### src/rtl/line_centroid_extract.sv
// line_centroid_extract
//
// Pixel-domain stage feeding the line-follow display/error block. Each
// RGB565 pixel is classified as yellow or not; over the row band
// ROI_Y0..ROI_Y1 the block accumulates the yellow pixel count and the sum of
// their x coordinates. At every frame end (vsync rising edge) those totals
// are handed to a 32-cycle restoring divider. The divider runs while the next
// frame accumulates. The results are published with a one-cycle frame_pulse.
//
// Optional build macro: LINE_CENTROID_IIR_EN
//   When defined, centroid_x is smoothed across detected frames:
//   c <= (3*c + q) >> 2. The first detected frame after reset loads q directly.
//   A non-detected frame holds c. When undefined, centroid_x is the raw
//   quotient on detected frames and 0 otherwise.
//
// Ports:
//   clk          pixel clock, the only clock
//   reset        synchronous, active-high reset
//   vsync        frame sync; a rising edge marks a frame boundary
//   href         line valid
//   pix_valid    pix_data carries a pixel (only while href is high)
//   pix_data     RGB565 pixel: R[15:11], G[10:5], B[4:0]
//   frame_pulse  one-cycle strobe; width/centroid_x/detected update with it
//   width        pixel count of the last completed line of the frame
//   centroid_x   floor(sum_x / count), or the smoothed value
//   detected     yellow ROI pixel count >= MIN_COUNT
//   busy         divider running (run and done states)
//   overrun      sticky; a frame end arrived while the divider was busy
//
// Pixel qualification: there is no back-pressure. A pixel is consumed in
// every cycle where href && pix_valid. A frame end is taken in the cycle
// vsync rises, whether or not the divider can accept it.

module line_centroid_extract #(
    parameter int THR_R     = 20,
    parameter int THR_G     = 40,
    parameter int THR_B     = 12,
    parameter int ROI_Y0    = 240,
    parameter int ROI_Y1    = 479,
    parameter int MIN_COUNT = 64
) (
    input  logic        clk,
    input  logic        reset,
    input  logic        vsync,
    input  logic        href,
    input  logic        pix_valid,
    input  logic [15:0] pix_data,
    output logic        frame_pulse,
    output logic [15:0] width,
    output logic [15:0] centroid_x,
    output logic        detected,
    output logic        busy,
    output logic        overrun
);

    localparam logic [4:0]  THR_R5  = THR_R[4:0];
    localparam logic [5:0]  THR_G6  = THR_G[5:0];
    localparam logic [4:0]  THR_B5  = THR_B[4:0];
    localparam logic [15:0] ROI_LO  = ROI_Y0[15:0];
    localparam logic [15:0] ROI_HI  = ROI_Y1[15:0];
    localparam logic [19:0] MIN_CNT = MIN_COUNT[19:0];

    typedef enum logic {
        F_IDLE,
        F_ACTIVE
    } frame_state_t;

    typedef enum logic [1:0] {
        D_IDLE,
        D_RUN,
        D_DONE
    } div_state_t;

    frame_state_t frame_state;
    div_state_t   div_state;

    // Edge detection
    logic vsync_d;
    logic href_d;
    logic vs_rise;
    logic href_fall;
    logic pix_take;
    logic is_yellow;
    logic frame_end;

    assign vs_rise   = vsync & ~vsync_d;
    assign href_fall = href_d & ~href;
    assign pix_take  = href & pix_valid;
    assign is_yellow = (pix_data[15:11] >= THR_R5) &&
                       (pix_data[10:5]  >= THR_G6) &&
                       (pix_data[4:0]   <= THR_B5);
    assign frame_end = (frame_state == F_ACTIVE) && vs_rise;

    // Frame accumulators
    logic [15:0] x_cnt;
    logic [15:0] y_cnt;
    logic [15:0] line_w;
    logic [19:0] count_acc;
    logic [31:0] sum_acc;

    logic [15:0] x_base, y_base, lw_base;
    logic [19:0] cnt_base;
    logic [31:0] sum_base;
    logic [15:0] x_nxt, y_nxt, lw_nxt;
    logic [19:0] cnt_nxt;
    logic [31:0] sum_nxt;
    logic [15:0] lw_end;
    logic        in_roi;

    // On a frame end the old frame's totals go to the divider and the
    // accumulators restart from zero in the same cycle. A pixel arriving in
    // that cycle is therefore counted against the new frame at x=0, y=0.
    always_comb begin
        cnt_base = vs_rise ? 20'd0 : count_acc;
        sum_base = vs_rise ? 32'd0 : sum_acc;
        x_base   = vs_rise ? 16'd0 : x_cnt;
        y_base   = vs_rise ? 16'd0 : y_cnt;
        lw_base  = vs_rise ? 16'd0 : line_w;
        in_roi   = (y_base >= ROI_LO) && (y_base <= ROI_HI);

        cnt_nxt  = cnt_base;
        sum_nxt  = sum_base;
        x_nxt    = x_base;
        y_nxt    = y_base;
        lw_nxt   = lw_base;

        if (pix_take) begin
            if (x_base != 16'hFFFF) begin
                x_nxt = x_base + 16'd1;
            end
            if (is_yellow && in_roi) begin
                if (cnt_base != 20'hFFFFF) begin
                    cnt_nxt = cnt_base + 20'd1;
                end
                sum_nxt = sum_base + {16'd0, x_base};
            end
        end

        // A line ending together with the frame end belongs to the old frame.
        // It is captured through lw_end below and does not touch the new frame.
        if (href_fall && !vs_rise) begin
            lw_nxt = x_cnt;
            x_nxt  = 16'd0;
            if (y_cnt != 16'hFFFF) begin
                y_nxt = y_cnt + 16'd1;
            end
        end

        lw_end = href_fall ? x_cnt : line_w;
    end

    always_ff @(posedge clk) begin
        if (reset) begin
            vsync_d <= 1'b0;
            href_d  <= 1'b0;
        end else begin
            vsync_d <= vsync;
            href_d  <= href;
        end
    end

    always_ff @(posedge clk) begin
        if (reset) begin
            frame_state <= F_IDLE;
            x_cnt       <= 16'd0;
            y_cnt       <= 16'd0;
            line_w      <= 16'd0;
            count_acc   <= 20'd0;
            sum_acc     <= 32'd0;
        end else begin
            case (frame_state)
                F_IDLE: begin
                    // No frame is in progress, so the first edge only opens one.
                    if (vs_rise) begin
                        x_cnt       <= 16'd0;
                        y_cnt       <= 16'd0;
                        line_w      <= 16'd0;
                        count_acc   <= 20'd0;
                        sum_acc     <= 32'd0;
                        frame_state <= F_ACTIVE;
                    end
                end
                F_ACTIVE: begin
                    x_cnt     <= x_nxt;
                    y_cnt     <= y_nxt;
                    line_w    <= lw_nxt;
                    count_acc <= cnt_nxt;
                    sum_acc   <= sum_nxt;
                end
                default: frame_state <= F_IDLE;
            endcase
        end
    end

    // Divider: restoring division, one quotient bit per cycle, MSB first
    logic [31:0] div_rem;
    logic [31:0] div_q;
    logic [31:0] div_den;
    logic [4:0]  bit_cnt;
    logic [15:0] snap_w;

    logic [32:0] rem_sh;
    logic [32:0] rem_diff;
    logic        take;
    logic [31:0] rem_step;
    logic [31:0] q_step;
    logic [15:0] quot16;
    logic        hit_min;

    // The remainder is always below the divisor (at most 20 bits), so the
    // shifted remainder fits comfortably in 33 bits.
    always_comb begin
        rem_sh   = {div_rem, div_q[31]};
        rem_diff = rem_sh - {1'b0, div_den};
        take     = ~rem_diff[32];
        rem_step = take ? rem_diff[31:0] : rem_sh[31:0];
        q_step   = {div_q[30:0], take};
        // A zero divisor yields all ones, so the quotient is forced to 0.
        quot16   = (div_den == 32'd0) ? 16'd0 : q_step[15:0];
        hit_min  = (div_den[19:0] >= MIN_CNT);
    end

`ifdef LINE_CENTROID_IIR_EN
    logic        iir_valid;
    logic [17:0] iir_acc;

    // 3*c + q, kept at 18 bits so that it cannot overflow
    assign iir_acc = {2'b00, centroid_x} + {1'b0, centroid_x, 1'b0} + {2'b00, quot16};
`endif

    always_ff @(posedge clk) begin
        if (reset) begin
            div_state   <= D_IDLE;
            div_rem     <= 32'd0;
            div_q       <= 32'd0;
            div_den     <= 32'd0;
            bit_cnt     <= 5'd0;
            snap_w      <= 16'd0;
            frame_pulse <= 1'b0;
            width       <= 16'd0;
            centroid_x  <= 16'd0;
            detected    <= 1'b0;
            busy        <= 1'b0;
            overrun     <= 1'b0;
`ifdef LINE_CENTROID_IIR_EN
            iir_valid   <= 1'b0;
`endif
        end else begin
            // A frame end while the divider is occupied loses that frame.
            if (frame_end && (div_state != D_IDLE)) begin
                overrun <= 1'b1;
            end

            case (div_state)
                D_IDLE: begin
                    frame_pulse <= 1'b0;
                    if (frame_end) begin
                        div_rem   <= 32'd0;
                        div_q     <= sum_acc;
                        div_den   <= {12'd0, count_acc};
                        snap_w    <= lw_end;
                        bit_cnt   <= 5'd0;
                        busy      <= 1'b1;
                        div_state <= D_RUN;
                    end
                end
                D_RUN: begin
                    div_rem <= rem_step;
                    div_q   <= q_step;
                    bit_cnt <= bit_cnt + 5'd1;
                    if (bit_cnt == 5'd31) begin
                        // The final quotient bit is resolved in this cycle,
                        // so publish directly from the step logic.
                        frame_pulse <= 1'b1;
                        width       <= snap_w;
                        detected    <= hit_min;
`ifdef LINE_CENTROID_IIR_EN
                        if (hit_min) begin
                            iir_valid  <= 1'b1;
                            centroid_x <= iir_valid ? iir_acc[17:2] : quot16;
                        end
`else
                        centroid_x  <= hit_min ? quot16 : 16'd0;
`endif
                        div_state   <= D_DONE;
                    end
                end
                D_DONE: begin
                    frame_pulse <= 1'b0;
                    busy        <= 1'b0;
                    div_state   <= D_IDLE;
                end
                default: div_state <= D_IDLE;
            endcase
        end
    end

endmodule

### config.mk
export PLATFORM = sky130hd
export DESIGN_NAME = line_centroid_extract
export DESIGN_NICKNAME = d
export VERILOG_FILES = /design/src/rtl/line_centroid_extract.sv
export SDC_FILE = /design/constraint.sdc
export NUM_CORES = 1
export LEC_CHECK = 0
export ABC_AREA = 1
export CORE_AREA = 2 2 152 154
export CTS_CLUSTER_DIAMETER = 80
export CTS_CLUSTER_SIZE = 40
export DETAILED_ROUTE_END_ITERATION = 6
export DIE_AREA = 0 0 154 156
export PLACE_DENSITY = 0.86
export SLEW_MARGIN = 20
export SYNTH_ARGS = -nofsm -noshare
export SYNTH_HDL_FRONTEND = slang
export SYNTH_SLANG_ARGS = --single-unit
### constraint.sdc
create_clock -name clk -period 4.1 [get_ports clk]
set_input_delay 0.615 -clock clk [delete_from_list [all_inputs] [get_ports clk]]
set_output_delay 0.615 -clock clk [all_outputs]
set_load 0.02 [all_outputs]
Word-level counts from Yosys, hierarchy flattened. Index checks and enable logic that the tools add are counted.

Output and inout port bits: 36. Logic and storage cells: 108. Register bits: 246.

Magnitude comparators: 6. Reduce and logical (&&, ||, !) cells: 21. Multiplexer cells: 40. $add $sub $neg: 6. Bitwise gates (word level): 7. Eq/ne operators: 8.

Operator list (count): $mux 16 (12); $mux 32 (6); $pmux 32 s2 (3); $pmux 16 s2 (3); $mux 20 (4); $pmux 20 s2 (1); $sub 33x20->33 (1); $add 16x1->16 const B (2); $add 32x16->32 (1); $logic_not 32->1 (1); $ne 16x16->1 const B (2); $add 20x1->20 const B (1); $ge 20x7->1 const B (1); $ne 20x20->1 const B (1); $ge 16x8->1 const B (1); $le 16x9->1 const B (1); $reduce_and 2->1 (6); $pmux 5 s2 (1); $reduce_bool 2->1 (4); $logic_and 1x1->1 (7); $ge 6x6->1 const B (1); $add 5x1->5 const B (1); $eq 5x5->1 const B (1); $ge 5x5->1 const B (1); 14 further kinds (25).

Longest topological paths before layout. Gate-level depths: netlist (run 1).

Depth after elaboration: 9. Gate-level depth with buffers: 21. Mapped depth without buffers: 19.

Worst setup path after synthesis (run 1). OpenSTA, ideal clock, no wires.

Path type: input-to-reg. Start point: input port vsync. End point: register sum_acc[31]. Buffers on the path: 5. Arrival: 2751 ps. Setup time: 64 ps. Slack: 1285 ps. Stages on the path: 19. Path through: nand2_4 > buf_6 > buf_6 > buf_6 > buf_4 > buf_2 > nand2_1 > inv_1 > ha_1 > nand2_1 > nor2_1 > inv_1 > nor3_1 > nand3_1 > nand3_2 > nand3_1 > nand2_1 > inv_1 > nor2_1.

Word-level cells in the longest chain between the ends: 8. Elaborated cells between the ends (all ways): 12. Those cells by class: 1 x add/sub; 2 x order compare; 6 x mux; 1 x bitwise; 2 x reduce/logical.

RTL lines: start: declaration (RTL line 44) `input logic vsync,`; $and 1x1->1 * (RTL line 86) `assign vs_rise = vsync & ~vsync_d;`; parallel branches: the longest is 6 deep, another holds $add 32x16->32; $pmux 32 s2 * (RTL line 171) `case (frame_state)`; end signal: assignment (RTL line 188) `sum_acc <= sum_nxt;`; end: declaration (RTL line 99) `logic [31:0] sum_acc;`.

Mark *: on every way between the ends. A chain may end at the register's enable or synchronous reset.

Final worst setup path (run 1).
Start point: register div_q[31]. End point: register div_rem[31].

Word-level cells in the longest chain between the ends: 3.

RTL lines: start: declaration (RTL line 197) `logic [31:0] div_q;`; start signal: assignment (RTL line 259) `div_q <= sum_acc;`; start signal: assignment (RTL line 269) `div_q <= q_step;`; $sub 33x20->33 (RTL line 214) `rem_diff = rem_sh - {1'b0, div_den};`; $mux 32 (RTL line 216) `rem_step = take ? rem_diff[31:0] : rem_sh[31:0];`; $pmux 32 s2 (RTL line 254) `case (div_state)`; end signal: assignment (RTL line 268) `div_rem <= rem_step;`; end: declaration (RTL line 196) `logic [31:0] div_rem;`.

Every way passes these cells.

==> results of run 1 <==
-- power groups by stage --
stage | Clock, W | Combinational [W] | Sequential (W)
after floorplan | 0 | 0.00685 | 0.00280
after global placement | 0 | 0.00559 | 0.00275
after detailed placement | 0 | 0.00561 | 0.00275
after CTS | 0.00188 | 0.00565 | 0.00270
after global routing | 0.00196 | 0.00609 | 0.00271
final | 0.00186 | 0.00573 | 0.00271
-- per-stage QoR --
stage | setup slack [ns] | instances | power, W | hold slack (ns) | area (sq um)
2_1_floorplan | 1.29 | 2353 | 0.00965 | 0.430 | 14800
6_report | 0.878 | 2643 | 0.0103 | 0.463 | 16000
4_1_cts | 0.861 | 2643 | 0.0102 | 0.461 | 16000
5_1_grt | 0.614 | 2643 | 0.0108 | 0.484 | 16000
3_3_place_gp | 0.560 | 2617 | 0.00834 | 0.445 | 15400
3_5_place_dp | 0.533 | 2617 | 0.00836 | 0.450 | 15400
-- area by class of cell --
type | count | area [sq um]
Inverter | 329 | 1240
Sequential cell | 246 | 4920
Fill cell | 1994 | 6350
Tap cell | 285 | 357
Clock buffer | 15 | 375
Multi-Input combinational cell | 1686 | 8200
Clock inverter | 11 | 243
Timing Repair Buffer | 71 | 683
-- placed cells by master (no fill, tap or decap), drive strengths merged, types with 33 or more instances in the layout --
cell	synthesis	routed
inv	326	330
nor3	41	41
nand2	670	670
nor2	243	243
a21oi	183	183
nand3	169	169
o21ai	165	165
clkdlybuf4s50	0	50
ha	33	33
a31oi	35	35
dfxtp	246	246
-- critical path: cells and delay by family (launching register included) --
family | cells | cell delay, ns
buffers and inverters | 2 | 0.23
AOI/OAI and AO/OA | 1 | 0.16
adders and majority gates | 2 | 0.69
DFF | 1 | 0.34
and+or+nand+nor | 13 | 1.65
-- kinds of logic (layout without fill, tap and decap cells) --
logic type                 count (synthesis)  in the layout  share of synthesized area
adders and majority gates                 34             34                     0.0293
DFF                                      246            246                      0.333
xor gates and xnor gates                  31             31                     0.0184
and+or+nand+nor                         1184           1184                      0.344
AOI/OAI and AO/OA                        437            437                      0.162
buffers and inverters                    421            426                      0.113
-- registers in the layout, indices dropped and copies added (netlist names) --
name / cells
bit_cnt: 5
busy: 1
centroid_x: 16
count_acc: 20
detected: 1
div_den: 20
div_q: 32
div_rem: 32
div_state: 2
frame_pulse: 1
frame_state: 1
href_d: 1
line_w: 16
overrun: 1
snap_w: 16
sum_acc: 32
vsync_d: 1
width: 16
x_cnt: 16
y_cnt: 16
-- routing by layer --
layer / track usage / part of all wire / vias to the layer above
li1: - / - / 7566
met3: 0.0308 / 0.055 / 77
met2: 0.581 / 0.48 / 448
met1: 0.418 / 0.43 / 6889
met5: 0 / 0 / -
met4: 0.0912 / 0.027 / 0
-- final timing paths --
kind | from | endpoint | slack, ns | depth (start not counted)
worst max register to register | div_q[31] | div_rem[31] | 0.88 | 18
worst min-delay path | div_q[17] | div_q[18] | 0.46 | 2
worst min register to register | div_q[17] | div_q[18] | 0.46 | 2
worst max-delay path | div_q[31] | div_rem[31] | 0.88 | 18
==> out/results.tsv, run 1 <==
stage	metric	value	unit
route	DR pass1 iterations	7	
power_and_ir_drop	sw frac	0.492	
synthesis	Cell variety after synth	52	
power_and_ir_drop	switching pwr	0.00507	W
clock_network	TritonCTS clock tree	done	
synthesis	Yosys reg bits	246	
cells_and_area	Ant. Diodes	0	
synthesis	dominant synthesized flop cell	dfxtp_1	
timing	Rel. slew slack	0.482	
synthesis	Yosys top cell area share	0.333	
timing	Final Max Tran Viols	0	
timing	final worst-path cycle share	0.786	
critical_path	WP data arrival	3.62	ns
critical_path	CP startpoint kind	flip-flop	
clock_network	depth of the CTS H-tree	1	
outcome	outcome	complete, but fails checks	
die	Die Area	24000	sq um
synthesis	post-synthesis async set-or-reset flop share	0	
route	initial DRC count	1229	
timing	Tmin final	3.22	ns
power_and_ir_drop	Peak VDD IR	2.15	mV
global_routing	GRT Residual Overflow	0	
synthesis	area of the mapped netlist	14800	sq um
synthesis	Synth warnings	0	
global_routing	largest net degree at the start of global routing	96	
timing	Fin. Hold Viols	0	
synthesis	Seq/Total Area, Yosys	0.333	
synthesis	Synth area leader	dfxtp_1	
critical_path	crit-path cells	inv_1, ha_1, fa_1, inv_1, nand2_1, nand2_1, nand3_1, nand2_1, nand2_1, nand2_2, nand2_1, nand2_1, nand2_1, nand2_2, nand2_1, nand2_1, nand2_1, a21oi_1	
run	Max Cap Viol	0	
placed_design	RePlAce Congestion	0.969	
critical_path	Crit path top cell by count	nand2_1	
clock_network	cts repair resizes	0	
die	Ports	57	
die	Die W	154	um
critical_path	Worst path slowest cell	nand2_2	
power_and_ir_drop	Pint	0.00523	W
power_and_ir_drop	power density cells	643	nW/um^2
clock_network	CTS sink count	246	
critical_path	crit end category	flip-flop	
placed_design	Final HPWL DP	28400	um
synthesis	syn nets	2408	
critical_path	crit-path max cell delay	0.50	ns
cells_and_area	Final Core Density	0.716	
route	Routed Antenna Nets	0	
clock_network	CTS root buffer	clkbuf_16	
clock_network	cts hold-fix bufs	0	
clock_network	Clock Path Buffers	3	
min_path	Worst Hold Class	reg -> reg	
timing	setup TNS	0	ns
cells_and_area	layout cells sized above 1	0.0483	
clock_network	Worst-path clk slew	0.12	ns
clock_network	clk_lat worst skew	0.55	ns
global_routing	GRT Overall Usage	0.324	
synthesis	Syn Area/Cell	6.28	sq um
timing	RSZ-0062 raised after global routing	false	
synthesis	post-synthesis cell count	2353	
global_routing	first-pass GRT wire length	65500	um
route	Avg WL per Cell	14.8	um
die	die height	156	um
critical_path	largest fanout on the critical path	33	
cells_and_area	Layout Nets	2404	
timing	f_max	0.310	GHz
die	Core ar.	22400	sq um
timing	Final Skew	0.0680	ns
synthesis	most frequent cell after synthesis	nand2_1	
die	Rows	55	
timing	worst-margin pin slew	0.774	ns
timing	final setup fails	0	
clock_network	Inserted Clock Buffers	15	
route	drt drc	6	
die	Initial Util	0.661	
power_and_ir_drop	share of power burned in the clock network	0.181	
route	WL final	39100	um
power_and_ir_drop	Gate power share	0.556	
route	DR vias/cell	5.67	
route	via count	14980	
global_routing	antenna violations before repair	0	
power_and_ir_drop	Seq pwr share	0.263	
cells_and_area	Syn-to-layout area delta	8.40	%
critical_path	crit path kind	reg -> reg	
synthesis	ranking of synthesized cells by area	dfxtp_1 (33%), nand2_1 (17%), inv_1 (8.2%)	
power_and_ir_drop	P_leak	7.13	nW
clock_network	post-CTS setup buffer count	0	
outcome	failing checks	design-rule violations	
placed_design	IO buf count	51	
critical_path	Worst Path Required	4.50	ns
synthesis	EDFF count, synth	0	
synthesis	Synth top cells by count	nand2_1 (652), inv_1 (321), dfxtp_1 (246)	
global_routing	vias in the first global route	13887	
Note: power is estimated with default switching activity, not from simulation.
==> run 2, diff against run 1 <==
--- a/config.mk
+++ b/config.mk
@@ -6,12 +6,12 @@
 export NUM_CORES = 1
 export LEC_CHECK = 0
 export ABC_AREA = 1
-export CORE_AREA = 2 2 152 154
+export CORE_AREA = 2 2 166 168
 export CTS_CLUSTER_DIAMETER = 80
 export CTS_CLUSTER_SIZE = 40
 export DETAILED_ROUTE_END_ITERATION = 6
-export DIE_AREA = 0 0 154 156
-export PLACE_DENSITY = 0.86
+export DIE_AREA = 0 0 168 170
+export PLACE_DENSITY = 0.76
 export SLEW_MARGIN = 20
 export SYNTH_ARGS = -nofsm -noshare
 export SYNTH_HDL_FRONTEND = slang
==> constraint.sdc (replaced) <==
create_clock -name clk -period 2.7 [get_ports clk]
set_input_delay 0.405 -clock clk [delete_from_list [all_inputs] [get_ports clk]]
set_output_delay 0.405 -clock clk [all_outputs]
set_load 0.02 [all_outputs]
==> run 2 against run 1 <==
  * The run now ends clean
  * Sequential power rose by 58%
  * Critical path type unchanged
  * Die area rose by 19%
  * First-iteration DRC count fell by 6.5%
  * Cell count rose by 7.9%
  * Maximum frequency rose by 27%
  * Via count rose by 2.6%
  * Total power rose by 120%
==> out/results.tsv, run 2 (same netlist as run 1, synthesis figures left out) <==
stage	metric	value	unit	change
outcome	outcome	complete, no violations		was complete, but fails checks
cells_and_area	Final Core Density	0.653		was 0.716
clock_network	Inserted Clock Buffers	15		unchanged
placed_design	Final HPWL DP	30200	um	was 28400 um
timing	final worst-path cycle share	0.939		was 0.786
run	Max Cap Viol	0		unchanged
clock_network	CTS root buffer	clkbuf_16		unchanged
timing	Tmin final	2.54	ns	was 3.22 ns
timing	Final Skew	0.0505	ns	was 0.0680 ns
clock_network	cts hold-fix bufs	0		unchanged
global_routing	GRT Overall Usage	0.284		was 0.324
timing	final setup fails	0		unchanged
power_and_ir_drop	power density cells	1310	nW/um^2	was 643 nW/um^2
global_routing	largest net degree at the start of global routing	83		was 96
placed_design	IO buf count	51		unchanged
cells_and_area	Syn-to-layout area delta	17.7	%	was 8.40%
route	Avg WL per Cell	14.4	um	was 14.8 um
clock_network	TritonCTS clock tree	done		unchanged
placed_design	RePlAce Congestion	0.974		was 0.969
global_routing	antenna violations before repair	0		unchanged
cells_and_area	area occupied by multi-input gates	8260	sq um	was 8200 sq um
cells_and_area	fillers	2498		was 1994
timing	Rel. slew slack	0.438		was 0.482
cells_and_area	Largest regs	div_q x32, div_rem x32, sum_acc x32		unchanged
timing	f_max	0.394	GHz	was 0.310 GHz
critical_path	CP startpoint kind	flip-flop		unchanged
route	via count	15366		was 14980
global_routing	GRT Residual Overflow	0		unchanged
timing	worst-margin pin slew	0.836	ns	was 0.774 ns
timing	Final Max Tran Viols	0		unchanged
cells_and_area	layout cells sized above 1	0.111		was 0.0483
clock_network	depth of the CTS H-tree	1		unchanged
cells_and_area	commonest non-fill, non-tap cell in the layout	nand2_1		unchanged
power_and_ir_drop	P_leak	7.91	nW	was 7.13 nW
power_and_ir_drop	Peak VDD IR	1.89	mV	was 2.15 mV
die	die height	170	um	was 156 um
die	Ports	57		unchanged
route	DR pass1 iterations	6		was 7
die	Core ar.	26700	sq um	was 22400 sq um
die	Die Area	28600	sq um	was 24000 sq um
route	WL final	40900	um	was 39100 um
die	Initial Util	0.555		was 0.661
power_and_ir_drop	power after layout	0.0228	W	was 0.0103 W
cells_and_area	most frequent cells in the layout	nand2_1 (647), inv_1 (319), dfxtp_1 (245), nor2_1 (227), a21oi_1 (177)		was nand2_1 (652), inv_1 (320), dfxtp_1 (246), nor2_1 (227), a21oi_1 (180)
route	drt drc	0		was 6
die	Die W	168	um	was 154 um
cells_and_area	Ant. Diodes	0		unchanged
route	Routed Antenna Nets	0		unchanged
route	initial DRC count	1149		was 1229
clock_network	clk_lat worst skew	0.54	ns	was 0.55 ns
clock_network	Clock Path Buffers	3		unchanged
min_path	Worst Hold Class	in -> reg		was reg -> reg
cells_and_area	Reg area	4930	sq um	was 4920 sq um
clock_network	Worst-path clk slew	0.13	ns	was 0.12 ns
clock_network	CTS sink count	246		unchanged
global_routing	vias in the first global route	14260		was 13887
critical_path	WP data arrival	3.00	ns	was 3.62 ns
critical_path	crit path kind	reg -> reg		unchanged
timing	Fin. Hold Viols	0		unchanged
critical_path	crit end category	flip-flop		unchanged
critical_path	largest fanout on the critical path	10		was 33
global_routing	first-pass GRT wire length	67800	um	was 65500 um
route	DR vias/cell	5.39		was 5.67
die	Rows	60		was 55
cells_and_area	Layout Nets	2556		was 2404
critical_path	Worst Path Required	3.17	ns	was 4.50 ns
[run 2: changes by cell type in the layout (fill, tap and decap cells not counted), sizes merged]
cell	change
clkinvlp	-1
nand2	+1
buf	+150
clkbuf	+1
inv	+1
[run 2: final timing paths]
check             depth (start not counted)      start  slack [ns]    endpoint
setup reg to reg                         17  div_q[31]        0.16  div_rem[9]
hold reg to reg                           2  div_q[23]        0.46   div_q[24]
hold / removal                            2      reset        0.18      href_d
setup / recovery                         17  div_q[31]        0.16  div_rem[9]
[run 2: metal layers]
layer  vias to the layer above  global-route usage  wire (um)
li1                       7862                   -          -
met1                      7031               0.352      17800
met2                       383               0.514      19900
met3                        90              0.0340       2030
met4                         0              0.0911       1190
met5                         -                   0          0
[run 2: per-stage QoR]
stage | instance area [sq um] | hold slack, ns | std cells | setup slack, ns | setup TNS [ns]
after floorplan | 14800 | 0.430 | 2353 | 0.0952 | 0
after CTS | 17300 | 0.157 | 2847 | 0.0212 | 0
final | 17400 | 0.176 | 2851 | 0.164 | 0
after detailed placement | 16700 | 0.454 | 2821 | -0.223 | -6.56
after global routing | 17400 | 0.162 | 2851 | -0.00553 | -0.00553
after global placement | 16700 | 0.447 | 2821 | -0.199 | -4.16
[run 2: cell type report]
type | count | area share
clock inverter | 11 | 0.0140
multi-input combinational | 1687 | 0.475
inverter | 329 | 0.0714
sequential | 246 | 0.283
timing repair buffer | 222 | 0.111
tap | 341 | 0.0245
clock buffer | 15 | 0.0216
[run 2: power breakdown]
part           total [W]  internal (W)  switching [W]
registers        0.00427       0.00396       0.000305
clock network    0.00284       0.00121        0.00163
logic             0.0157       0.00600        0.00967
[run 2: worst max-delay path: stages (launching register included)]
cell	delay, ns
dfxtp_2	0.37
inv_4	0.07
ha_2	0.20
fa_2	0.35
inv_1	0.07
nand2_1	0.06
nand2_2	0.08
nand3_1	0.09
nand2_2	0.12
nand2_1	0.08
nand2_2	0.11
nand2_4	0.07
nand3_1	0.16
nand2_4	0.15
clkbuf_16	0.20
nand2_1	0.06
nand3_1	0.09
a21oi_1	0.16
[run 2: what timing repair did]
item | 4_1_cts | 5_1_grt
resized for setup | 3 | 16
pin swaps | 0 | 4
setup buffers | 0 | 2
cloned | 0 | 2
endpoints found under the setup margin | 33 | 33
